===== src/rtl/hit_game_pkg.sv =====
// Shared definitions for the hit-or-miss game sequencer.
// Holds the FSM state type, the LFSR seed and tap mask, and the difficulty
// encoding that must agree with the frequency divider's select decode.
package hit_game_pkg;

  // Difficulty select width and fastest code understood by the divider.
  localparam int unsigned DIFF_W   = 3;
  localparam int unsigned DIFF_MAX = 4;

  // 8-bit Fibonacci LFSR, x^8+x^6+x^5+x^4+1 -> feedback from bits 7,5,4,3.
  localparam logic [7:0] LFSR_SEED = 8'hA5;
  localparam logic [7:0] LFSR_TAPS = 8'hB8;

  typedef enum logic [1:0] {
    IDLE,
    WAIT,
    SHOW,
    OVER
  } game_state_e;

endpackage


===== src/rtl/lfsr8.sv =====
// Free-running 8-bit Fibonacci LFSR, shifting left with feedback into bit 0.
// Ports:
//   clk  system clock
//   rst  asynchronous active-low reset, loads LFSR_SEED
//   q    current LFSR state
module lfsr8
  import hit_game_pkg::*;
(
  input  logic       clk,
  input  logic       rst,
  output logic [7:0] q
);

  logic [7:0] q_q;
  logic [7:0] q_d;

  always_comb begin
    q_d = {q_q[6:0], ^(q_q & LFSR_TAPS)};
  end

  always_ff @(posedge clk or negedge rst) begin
    if (!rst) begin
      q_q <= LFSR_SEED;
    end else begin
      q_q <= q_d;
    end
  end

  assign q = q_q;

endmodule


===== src/rtl/hit_game_ctrl.sv =====
// Game sequencer for the hit-or-miss randomizer.
// Lights a pseudo-random lamp on each pace tick, judges button hits inside a
// tick-counted window, keeps score and lives, and raises the divider's
// difficulty every HITS_PER_LEVEL correct hits.
// Ports:
//   clk         system clock
//   rst         asynchronous active-low reset
//   start       1-cycle pulse, begins a game from IDLE or OVER
//   tick        1-cycle pace strobe from the frequency divider
//   hit         one-hot button pulses (debounced upstream)
//   difficulty  level to the frequency divider, 0..MAX_LEVEL
//   target      index of the lit lamp
//   target_vld  lamp lit / window open
//   score       correct hits this game, saturating
//   lives       remaining lives
//   level_up    1-cycle pulse when difficulty increments
//   game_over   high in OVER until the next start
module hit_game_ctrl
  import hit_game_pkg::*;
#(
  parameter int unsigned HITS_PER_LEVEL = 4,
  parameter int unsigned MAX_LEVEL      = DIFF_MAX,
  parameter int unsigned LIVES          = 3,
  parameter int unsigned WINDOW_TICKS   = 2,
  parameter int unsigned SCORE_W        = 8
) (
  input  logic               clk,
  input  logic               rst,
  input  logic               start,
  input  logic               tick,
  input  logic [3:0]         hit,
  output logic [DIFF_W-1:0]  difficulty,
  output logic [1:0]         target,
  output logic               target_vld,
  output logic [SCORE_W-1:0] score,
  output logic [2:0]         lives,
  output logic               level_up,
  output logic               game_over
);

  localparam int unsigned HitCntW = (HITS_PER_LEVEL > 1) ? $clog2(HITS_PER_LEVEL) : 1;

  game_state_e        state_q, state_d;
  logic [DIFF_W-1:0]  diff_q, diff_d;
  logic [1:0]         target_q, target_d;
  logic               vld_q, vld_d;
  logic [SCORE_W-1:0] score_q, score_d;
  logic [2:0]         lives_q, lives_d;
  logic               level_up_q, level_up_d;
  logic               over_q, over_d;
  logic [HitCntW-1:0] hit_cnt_q, hit_cnt_d;
  logic [3:0]         win_cnt_q, win_cnt_d;
  logic               miss;

  logic [7:0] lfsr_q;
  logic       unused_lfsr;

  lfsr8 u_lfsr (
    .clk (clk),
    .rst (rst),
    .q   (lfsr_q)
  );

  // Only the low two bits pick a lamp.
  assign unused_lfsr = ^lfsr_q[7:2];

  always_comb begin
    state_d    = state_q;
    diff_d     = diff_q;
    target_d   = target_q;
    vld_d      = vld_q;
    score_d    = score_q;
    lives_d    = lives_q;
    level_up_d = 1'b0;
    over_d     = over_q;
    hit_cnt_d  = hit_cnt_q;
    win_cnt_d  = win_cnt_q;
    miss       = 1'b0;

    case (state_q)
      IDLE, OVER: begin
        if (start) begin
          score_d   = '0;
          lives_d   = 3'(LIVES);
          diff_d    = '0;
          hit_cnt_d = '0;
          over_d    = 1'b0;
          state_d   = WAIT;
        end
      end
      WAIT: begin
        if (tick) begin
          target_d  = lfsr_q[1:0];
          vld_d     = 1'b1;
          win_cnt_d = 4'(WINDOW_TICKS);
          state_d   = SHOW;
        end
      end
      SHOW: begin
        // A button press takes priority over a coincident window tick.
        if (hit != 4'b0000) begin
          vld_d   = 1'b0;
          state_d = WAIT;
          if (hit == (4'b0001 << target_q)) begin
            if (score_q != {SCORE_W{1'b1}}) begin
              score_d = score_q + SCORE_W'(1);
            end
            if (hit_cnt_q == HitCntW'(HITS_PER_LEVEL - 1)) begin
              hit_cnt_d = '0;
              if (diff_q < DIFF_W'(MAX_LEVEL)) begin
                diff_d     = diff_q + DIFF_W'(1);
                level_up_d = 1'b1;
              end
            end else begin
              hit_cnt_d = hit_cnt_q + HitCntW'(1);
            end
          end else begin
            miss = 1'b1;
          end
        end else if (tick) begin
          win_cnt_d = win_cnt_q - 4'd1;
          if (win_cnt_q == 4'd1) begin
            miss = 1'b1;
          end
        end
      end
      default: begin
        state_d = IDLE;
      end
    endcase

    if (miss) begin
      vld_d = 1'b0;
      if (lives_q == 3'd1) begin
        lives_d = 3'd0;
        over_d  = 1'b1;
        state_d = OVER;
      end else begin
        lives_d = lives_q - 3'd1;
        state_d = WAIT;
      end
    end
  end

  always_ff @(posedge clk or negedge rst) begin
    if (!rst) begin
      state_q    <= IDLE;
      diff_q     <= '0;
      target_q   <= '0;
      vld_q      <= 1'b0;
      score_q    <= '0;
      lives_q    <= '0;
      level_up_q <= 1'b0;
      over_q     <= 1'b0;
      hit_cnt_q  <= '0;
      win_cnt_q  <= '0;
    end else begin
      state_q    <= state_d;
      diff_q     <= diff_d;
      target_q   <= target_d;
      vld_q      <= vld_d;
      score_q    <= score_d;
      lives_q    <= lives_d;
      level_up_q <= level_up_d;
      over_q     <= over_d;
      hit_cnt_q  <= hit_cnt_d;
      win_cnt_q  <= win_cnt_d;
    end
  end

  assign difficulty = diff_q;
  assign target     = target_q;
  assign target_vld = vld_q;
  assign score      = score_q;
  assign lives      = lives_q;
  assign level_up   = level_up_q;
  assign game_over  = over_q;

endmodule


===== config.mk =====
export PLATFORM = sky130hd
export DESIGN_NAME = hit_game_ctrl
export DESIGN_NICKNAME = d
export VERILOG_FILES = /design/src/rtl/hit_game_pkg.sv /design/src/rtl/lfsr8.sv /design/src/rtl/hit_game_ctrl.sv
export SDC_FILE = /design/constraint.sdc
export NUM_CORES = 1
export LEC_CHECK = 0
export ABC_CLOCK_PERIOD_IN_PS = 2450
export BUFFER_PORTS_ARGS = -buffer_cell sky130_fd_sc_hd__buf_4
export CORE_MARGIN = 3
export CORE_UTILIZATION = 46
export DETAILED_ROUTE_END_ITERATION = 12
export GPL_TIMING_DRIVEN = 0
export PLACE_DENSITY = 0.78
export SYNTH_ARGS = -nofsm -noshare
export SYNTH_HDL_FRONTEND = slang
export SYNTH_SLANG_ARGS = --single-unit

===== constraint.sdc =====
create_clock -name clk -period 2.45 [get_ports clk]
set_input_delay 0.49 -clock clk [delete_from_list [all_inputs] [get_ports clk]]
set_output_delay 0.49 -clock clk [all_outputs]
set_load 0.02 [all_outputs]

**Word-level counts from Yosys, hierarchy flattened**

Cells that the tools add are included.

- $add $sub $neg: 5
- Order comparisons: 1
- Equal/unequal tests: 20
- Shifts and indexed selects: 1
- Mux-type cells: 48
- Reduce and logical (&&, ||, !) cells: 17

Operator list:

| kind | count |
|---|---|
| $mux 8 | 4 |
| $mux 3 | 9 |
| $mux 2 | 9 |
| $ne 2x2->1 const B | 9 |
| $mux 1 | 17 |
| $pmux 8 s2 | 1 |
| $mux 4 | 3 |
| $ne 3x3->1 const B | 3 |
| $add 8x1->8 const B | 1 |
| $ne 8x8->1 const B | 1 |
| $pmux 4 s2 | 1 |
| $reduce_and 4->1 | 2 |
| $reduce_bool 2->1 | 4 |
| $reduce_xor 8->1 | 1 |
| $eq 2x2->1 const B | 3 |
| $pmux 2 s3 | 1 |
| $pmux 3 s2 | 1 |
| $reduce_and 3->1 | 2 |
| $reduce_and 6->1 | 1 |
| $reduce_and 5->1 | 1 |
| $eq 4x1->1 const B | 1 |
| $eq 4x4->1 | 1 |
| $pmux 2 s2 | 1 |
| $reduce_and 2->1 | 2 |
| 13 further kinds | 13 |

- Bits in registers: 35
- Input bits: 8
- Output and inout bits: 19

**Logic depth before layout (Yosys ltp)**

Gate-level depths: netlist of run 1.

- Depth in word-level cells: 7
- Depth in mapped cells: 8
- Mapped depth without buffers: 7

**Modules after synthesis**

Synthesis of run 1 repeated with hierarchy kept, for this count alone.

- Cells, all modules: 231
- Area, all modules: 2174.6 µm²

Modules (own cells, without submodules):

| module | instances | cells an instance | area an instance (µm²) |
|---|---|---|---|
| hit_game_ctrl | 1 | 213 | 1890.6 |
| lfsr8 | 1 | 18 | 284.0 |

**Worst setup path before layout of run 1**

OpenSTA, ideal clock, no wires.

- Path type: register to register
- Start: register state_q[0]
- End: register score_q[7] (netlist: score[7])
- Arrival time: 1.815 ns
- Slack: 0.536 ns
- Cell stages (with the launch flop): 9
- Period minus slack after synthesis: 1.914 ns
- Cell sequence: dfrtp_1 -> inv_1 -> ha_1 -> clkbuf_1 -> nand2b_1 -> o21ai_1 -> nor3_1 -> a21oi_1 -> a311oi_1

- Longest elaborated chain between the ends: 4

RTL lines:

| element | RTL line | RTL |
|---|---|---|
| start: declaration | hit_game_ctrl.sv:43 | `game_state_e state_q, state_d;` |
| start signal: assignment | hit_game_ctrl.sv:158 | `state_q <= state_d;` |
| $eq 2x2->1 or $logic_not 2->1 (tied branches) | hit_game_ctrl.sv:80 | `case (state_q)` |
| $reduce_or 2->1 | hit_game_ctrl.sv:80 |  |
| $ne 2x2->1 (no source line) or $reduce_bool 2->1 (tied branches) | - |  |
| $reduce_and 5->1 (no source line) | - |  |
| end signal: assignment | hit_game_ctrl.sv:162 | `score_q <= score_d;` |
| end: declaration | hit_game_ctrl.sv:47 | `logic [SCORE_W-1:0] score_q, score_d;` |

Parallel ways exist; a longest one is shown, timed or not.
A chain may end at the register's enable or synchronous reset.

**Final worst setup path of run 1**

Ends and elaborated chain as after synthesis.

==> impl_metrics.yaml, run 1 <==
setup_path:
  end_kind: "flip-flop"
  worstSetupPathType: "flip-flop to flip-flop"
  critPathMaxFanout: 10
  cp_data_required_time_ns: 2.63
  cp.arrival_ns: 2.37
  startpoint_type: "flip-flop"
route:
  drt-total-wl_um: 4160
  dr.pass1.iters: 4
  first_iter_violations: 120
  drtAntennaViolNets: 0
  viasPerCell: 5.76
  drcViolationCount: 0
  route.detailed.wl_per_inst_um: 14.4
  vias: 1660
global_route:
  grt_pass1_wl_um: 6820
  grt_antenna_before_repair: 0
  grt_max_degree: 36
  first_global_vias: 1532
  overflow: 0
  grt_usage: 0.165
synthesis:
  synth_cell_types: 50
  synth_top_area_cell: "dfrtp_1"
  netlist.area_leader.share: 0.392
  netlist_instances: 204
  async_flop_share: 1.00
  yosys-top-cells-area: "dfrtp_1 (39%), ha_1 (7.0%), dfstp_2 (5.3%), nand2_1 (4.4%), o21ai_0 (4.0%)"
  mappedNetlistNets: 223
  ys_top_cells_by_count: "dfrtp_1 (31), nand2_1 (23), nor2_1 (16), o21ai_0 (16)"
  synth-simple-area-share: 0.207
  synth-main-ff-cell: "dfrtp_1"
  synth.ff_latch_count: 35
  synth_top_family_by_area: "simple AND/OR/NAND/NOR gates"
  synth-compound-area-share: 0.185
  synth-edff-count: 0
  synth_most_common_cell: "dfrtp_1"
  synth_adder_area_share: 0.0696
  synth_mux_area_frac: 0.0468
  yosys_warnings: 0
  netlist_area_um2: 1980
  synth_xor_area_frac: 0.0177
  ys_seq_area_frac: 0.445
  syn_avg_cell_area_um2: 9.70
cts:
  cts_root_buffer: "clkbuf_8"
  cts.sinks: 35
  clk_pin_slew_ns: 0.07
  cts_buffer_depth: 2
  cts_tree: "built"
  postCtsSetupRepairBufs: 0
  numCtsBuffers: 5
  htreeDepth: 2
  insertion_delay_ns: 0.28
timing:
  min_period_over_period: 0.893
  hold_ws_ns: 0.150
  fmax_mhz: 457
  rsz0062_at_grt: "false"
  worst_pin_slew_ns: 0.622
  hold_violations: 0
  setup_tns_ns: 0
  slew-limit-headroom: 0.582
  slew_viol_final: 0
  finClkSkew_ns: 0.00998
  setup_viol: 0
  finalCriticalPeriod_ns: 2.19
finish:
  drive_gt1_frac: 0.206
  nNetsFinal: 256
  diodes: 0
  syn_to_final_growth_pct: 17.8
  fill_cells: 367
placement:
  hpwl_um: 3080
  globalplace.congestion: 0.823
  io_buffers: 26
die:
  initial_core_util: 0.484
  rows: 23
  die_w_um: 71.6
  boundaryPins: 27
  die_h_um: 71.6
  design.die.area_um2: 5120
  core_um2: 4090
power_and_ir_drop:
  p_leak_nw: 1.08
  power.density_nw_per_um2: 839
  ir_worst_vdd_uv: 658
outcome:
  status: "finished, final reports clean"
job:
  max-cap-violations: 0
hold_path:
  holdCritPathClass: "input pin to async pin"
[layer usage]
layer,vias up,GRT usage,part of all wire
met1,801,0.212,0.46
met2,37,0.268,0.48
met3,8,0.0449,0.042
met5,-,0,0
met4,0,0.0605,0.016
li1,814,-,-
[worst paths after layout]
kind                              from  cells past startpoint  slack, ns          end
setup / recovery            state_q[0]                      8       0.26     score[7]
hold / removal                     rst                      1       0.15     score[7]
setup reg to reg            state_q[0]                      8       0.26     score[7]
hold reg to reg            u_lfsr.q[6]                      0       0.35  u_lfsr.q[7]
max in group asynchronous          rst                      1       1.96  u_lfsr.q[2]
min in group clk           u_lfsr.q[6]                      0       0.35  u_lfsr.q[7]
[logic make-up after synthesis]
family / count (synthesis)
AND/OR/NAND/NOR: 75
AO/OA/AOI/OAI: 55
flip-flops: 35
buffers and inverters: 15
adder cells (fa/ha/maj): 11
multiplexers: 9
XOR/XNOR: 4
[what timing repair did]
action,4_1_cts,5_1_grt
gates resized for setup,0,1
endpoints found under the setup margin,0,1
hold buffers,0,0
[cells in the final DEF (no fill, tap or decap), drive strengths merged, types with 4 or more instances in the layout]
cell type / netlist / final
o21a: 4 / 4
mux2i: 7 / 7
clkbuf: 4 / 11
nand2: 23 / 23
inv: 11 / 11
o21ai: 19 / 19
a21oi: 11 / 11
nor3: 5 / 5
ha: 11 / 11
buf: 0 / 26
dfstp: 4 / 4
dfrtp: 31 / 31
nand3: 8 / 8
nor2: 17 / 17
[where the power goes]
part	switching (mW)	total, mW	internal [mW]
registers	0.0730	0.729	0.656
logic	0.527	0.805	0.279
clock network	0.194	0.421	0.227
total	0.794	1.95	1.16
[cell type report]
type                            count  area, µm²  area share
Buffer                              4       15.0     0.00644
Clock buffer                        7       86.3      0.0370
Clock inverter                      1       5.00     0.00215
Inverter                           11       41.3      0.0177
Multi-Input combinational cell    154       1040       0.448
Sequential cell                    35        881       0.378
Tap cell                           50       62.6      0.0268
Timing Repair Buffer               26        195      0.0837
[critical path, cell delays in order, from the launching register on]
cell and delay, ns:
dfrtp_1 0.38, inv_1 0.09, ha_1 0.28, clkbuf_1 0.19
nand2b_1 0.26, o21ai_2 0.21, nor3_1 0.30, a21oi_1 0.11
a311oi_1 0.26
[sequential cells by signal, indices dropped and copies added (netlist names)]
register    flops
difficulty      3
game_over       1
hit_cnt_q       2
level_up        1
lives           3
score           8
state_q         2
target          2
target_vld      1
u_lfsr.q        8
win_cnt_q       4
[per-stage QoR]
stage          power [mW]   util  worst slack (ns)  area (µm²)  std cells
2_1_floorplan        1.29      -             0.536        1980        204
3_3_place_gp         1.52  0.547             0.164        2240        280
3_5_place_dp         1.54  0.547             0.160        2240        280
4_1_cts              1.96  0.570             0.145        2330        288
5_1_grt              2.10  0.570            0.0524        2330        288
6_report             1.95  0.570             0.263        2330        288
No activity file was read; power rests on OpenSTA's default activity.
==> inputs of run 2 (changes only) <==
Settings changed: CORE_ASPECT_RATIO from default to 1.25.
==> impl_metrics.yaml, run 2 (synthesized netlist as in run 1, its figures left out) <==
timing:
  hold_ws_ns: 0.133
  fin_ws_ns: 0.297
  worst_pin_slew_ns: 0.591
  setup_tns_ns: 0
  rsz0062_at_grt: "false"
  finalCriticalPeriod_ns: 2.15
  slew_viol_final: 0
  hold_violations: 0
  fmax_mhz: 464
  min_period_over_period: 0.879
  slew-limit-headroom: 0.602
  finClkSkew_ns: 0.00623
  setup_viol: 0
finish:
  fill_cells: 390
  mostFrequentLayoutCell: "dfrtp_1"
  syn_to_final_growth_pct: 19.3
  diodes: 0
  seq_area_um2: 881
  multi_input_area_um2: 1040
  drive_gt1_frac: 0.210
  nNetsFinal: 256
  final_cell_mix: "dfrtp_1 (31), buf_4 (26), nand2_1 (23)"
setup_path:
  cp.arrival_ns: 2.35
  worstSetupPathType: "flip-flop to flip-flop"
  critPathMaxFanout: 10
  startpoint: "state_q[0]"
  cp_data_required_time_ns: 2.65
  rr_startpoint: "state_q[0]"
  end_kind: "flip-flop"
  startpoint_type: "flip-flop"
global_route:
  overflow: 0
  grt_pass1_wl_um: 7110
  grt_max_degree: 36
  first_global_vias: 1539
  grt_antenna_before_repair: 0
  grt_usage: 0.178
cts:
  cts_root_buffer: "clkbuf_8"
  insertion_delay_ns: 0.29
  cts_buffer_depth: 2
  clk_pin_slew_ns: 0.07
  cts.sinks: 35
  htreeDepth: 2
  cts_tree: "built"
  numCtsBuffers: 5
die:
  rows: 26
  boundaryPins: 27
  design.die.area_um2: 5130
  die_h_um: 79.3
  die_w_um: 64.7
  core_um2: 4130
  initial_core_util: 0.479
job:
  max-cap-violations: 0
outcome:
  status: "finished, final reports clean"
placement:
  io_buffers: 26
  dp_slack_ns: 0.213
  globalplace.congestion: 0.827
  hpwl_um: 2940
route:
  drtAntennaViolNets: 0
  viasPerCell: 5.51
  first_iter_violations: 42
  dr.pass1.iters: 4
  drt-total-wl_um: 4010
  route.detailed.wl_per_inst_um: 13.6
  vias: 1621
  drcViolationCount: 0
hold_path:
  holdCritPathClass: "input pin to async pin"
power_and_ir_drop:
  power_switching_mw: 0.804
  intPower_mw: 1.24
  ir_worst_vdd_uv: 715
  p_seq_frac: 0.355
  p_leak_nw: 1.09
  power.density_nw_per_um2: 866
  clock_power_share: 0.256
  power_frac_comb: 0.389
  p_sw_frac: 0.394
## run 2: area by class of cell
class | instances | share of cell area
inverter | 11 | 0.0175
tap | 56 | 0.0297
timing repair buffer | 26 | 0.0827
clock inverter | 3 | 0.0186
multi-input combinational | 154 | 0.443
sequential | 35 | 0.373
clock buffer | 5 | 0.0292
buffer | 4 | 0.00636
## run 2: power by group through the flow
stage	combinational, mW	sequential, mW	clock, mW
floorplan	0.514	0.772	0
global placement	0.781	0.734	0
detailed placement	0.788	0.737	0
CTS	0.790	0.727	0.534
global route	0.910	0.742	0.561
finish	0.795	0.725	0.523
## run 2: repair_timing
item                                    CTS  global route
endpoints found under the setup margin    0             1
hold buffers                              0             0
gates resized for setup                   0             1
setup buffers                             0             0
## run 2: stage by stage
step / cells / cell area (µm²) / total power [mW] / util
CTS: 294 / 2360 / 2.05 / 0.570
finish: 294 / 2360 / 2.04 / 0.571
floorplan: 204 / 1980 / 1.29 / -
global placement: 286 / 2240 / 1.52 / 0.543
detailed placement: 286 / 2240 / 1.52 / 0.543
global route: 294 / 2360 / 2.21 / 0.571
## run 2: critical path, stage by stage, from the launching register on
cell      delay, ns
dfrtp_1        0.37
inv_1          0.08
ha_1           0.29
clkbuf_1       0.20
nand2b_1       0.27
o21ai_2        0.21
nor3_1         0.29
a21oi_1        0.10
a311oi_1       0.25
## run 2: path summary, 6_finish.rpt
check	to	slack, ns	depth (start not counted)
worst max-delay path	score[7]	0.30	8
worst min-delay path	score[6]	0.13	1
worst max register to register	score[7]	0.30	8
worst min register to register	u_lfsr.q[7]	0.36	0
max in group asynchronous	u_lfsr.q[2]	1.98	1
min in group clk	u_lfsr.q[7]	0.36	0
## run 2: metal layers
layer,up-vias,wire (µm),track usage
met5,-,0,0
met4,0,78,0.0698
met3,6,174,0.0410
met2,33,2000,0.295
met1,772,1760,0.223
li1,810,-,-
==> inputs of run 3 (changes only) <==
Settings changed: ABC_CLOCK_PERIOD_IN_PS 2450 to 2100, CORE_ASPECT_RATIO 1.25 to 2.
Clock period 2.45 ns to 2.1 ns, I/O delays scaled along.
==> impl_metrics.yaml, run 3 (synthesized netlist as in run 1, its figures left out) <==
outcome:
  status: "finished, final reports clean"
cts:
  cts_buffer_depth: 2
  holdBufCountCts: 0
  cts.sinks: 35
  htreeDepth: 2
  cts_tree: "built"
  cts_root_buffer: "clkbuf_8"
  insertion_delay_ns: 0.28
  numCtsBuffers: 5
  clk_pin_slew_ns: 0.07
global_route:
  grt_usage: 0.187
  first_global_vias: 1698
  grt_max_degree: 36
  overflow: 0
  grt_antenna_before_repair: 0
  grt_pass1_wl_um: 7490
timing:
  fin_ws_ns: 0.192
  slew-limit-headroom: 0.620
  slew_viol_final: 0
  hold_ws_ns: 0.0782
  worst_pin_slew_ns: 0.565
  setup_viol: 0
  rsz0062_at_grt: "false"
  finalCriticalPeriod_ns: 1.91
  hold_violations: 0
  fmax_mhz: 524
  min_period_over_period: 0.909
  finClkSkew_ns: 0.00792
  setup_tns_ns: 0
die:
  die_h_um: 98.7
  design.die.area_um2: 5170
  initial_core_util: 0.479
  boundaryPins: 27
  rows: 33
  die_w_um: 52.4
  core_um2: 4130
power_and_ir_drop:
  p_seq_frac: 0.362
  power_switching_mw: 0.971
  power_frac_comb: 0.436
  ir_worst_vdd_uv: 1090
  p_sw_frac: 0.416
  intPower_mw: 1.37
  power.density_nw_per_um2: 988
  clock_power_share: 0.202
  p_leak_nw: 1.10
  finalPower_mw: 2.34
finish:
  diodes: 0
  mostFrequentLayoutCell: "dfrtp_1"
  nNetsFinal: 257
  finalInstanceArea_um2: 2360
  final_util: 0.573
  syn_to_final_growth_pct: 19.5
  final_cell_mix: "dfrtp_1 (31), buf_4 (28), nand2_1 (23)"
  layoutNonFillerInstCount: 291
  drive_gt1_frac: 0.243
job:
  max-cap-violations: 0
setup_path:
  r2r_cells: 8
  startpoint_type: "flip-flop"
  cp_data_required_time_ns: 2.30
  end_kind: "flip-flop"
  worstSetupPathType: "flip-flop to flip-flop"
  critPathMaxFanout: 5
  cp.arrival_ns: 2.11
placement:
  globalplace.congestion: 0.793
  dp_cells: 282
  dp_slack_ns: -0.184
  hpwl_um: 3190
  placedInstanceArea_um2: 2240
  io_buffers: 26
route:
  vias: 1671
  drt-total-wl_um: 4260
  viasPerCell: 5.74
  drtAntennaViolNets: 0
  first_iter_violations: 49
  drcViolationCount: 0
  dr.pass1.iters: 4
  route.detailed.wl_per_inst_um: 14.7
hold_path:
  holdCritPathClass: "input pin to async pin"
==> run 3: cell count changes in the layout (fill, tap and decap cells not counted), sizes merged <==
cell,delta
buf,+2
clkinv,+1
clkbuf,-1
bufinv,-1
==> run 3: path summary, 6_finish.rpt <==
path | start | end | slack [ns]
min | rst | hit_cnt_q[1] | 0.08
max | win_cnt_q[1] | lives[2] | 0.19
min reg2reg | u_lfsr.q[6] | u_lfsr.q[7] | 0.36
min in group clk | u_lfsr.q[6] | u_lfsr.q[7] | 0.36
max reg2reg | win_cnt_q[1] | lives[2] | 0.19
max in group asynchronous | rst | u_lfsr.q[0] | 1.68
==> run 3: final cells by class <==
cell class	count	area [µm²]
plain buffers	3	13.8
clock buffers	5	68.8
clock inverters	3	15.0
fillers	380	1760
inverters	11	41.3
multi-input cells	154	1070
flip-flops and latches	35	881
well taps	52	65.1
repair buffers	28	210
==> run 3: per-layer routing <==
layer	routed length, µm	vias up	GRT usage
met4	62	0	0.0846
met5	0	-	0
li1	-	813	-
met2	2400	43	0.320
met1	1640	809	0.220
met3	167	6	0.0318
==> run 3: timing repair <==
item / 4_1_cts / 5_1_grt
setup buffers: 0 / 2
setup endpoints to repair: 5 / 17
endpoints found under the hold margin: 0 / 0
resized for setup: 3 / 8
gates cloned: 0 / 0
pin swaps: 0 / 1
==> run 3: worst max-delay path, stage by stage, from the launching register on <==
cell,delay (ns)
dfrtp_1,0.39
inv_1,0.11
ha_1,0.15
nor4bb_2,0.34
o21ai_0,0.19
nor3_4,0.32
buf_4,0.18
o21ai_0,0.07
o21ai_0,0.08
==> run 3: power groups by stage <==
stage / combinational, mW / clock [mW] / sequential, mW
2_1_floorplan: 0.600 / 0 / 0.901
3_3_place_gp: 0.919 / 0 / 0.856
5_1_grt: 1.14 / 0.509 / 0.863
6_report: 1.02 / 0.472 / 0.846
4_1_cts: 0.986 / 0.477 / 0.846
3_5_place_dp: 0.949 / 0 / 0.858
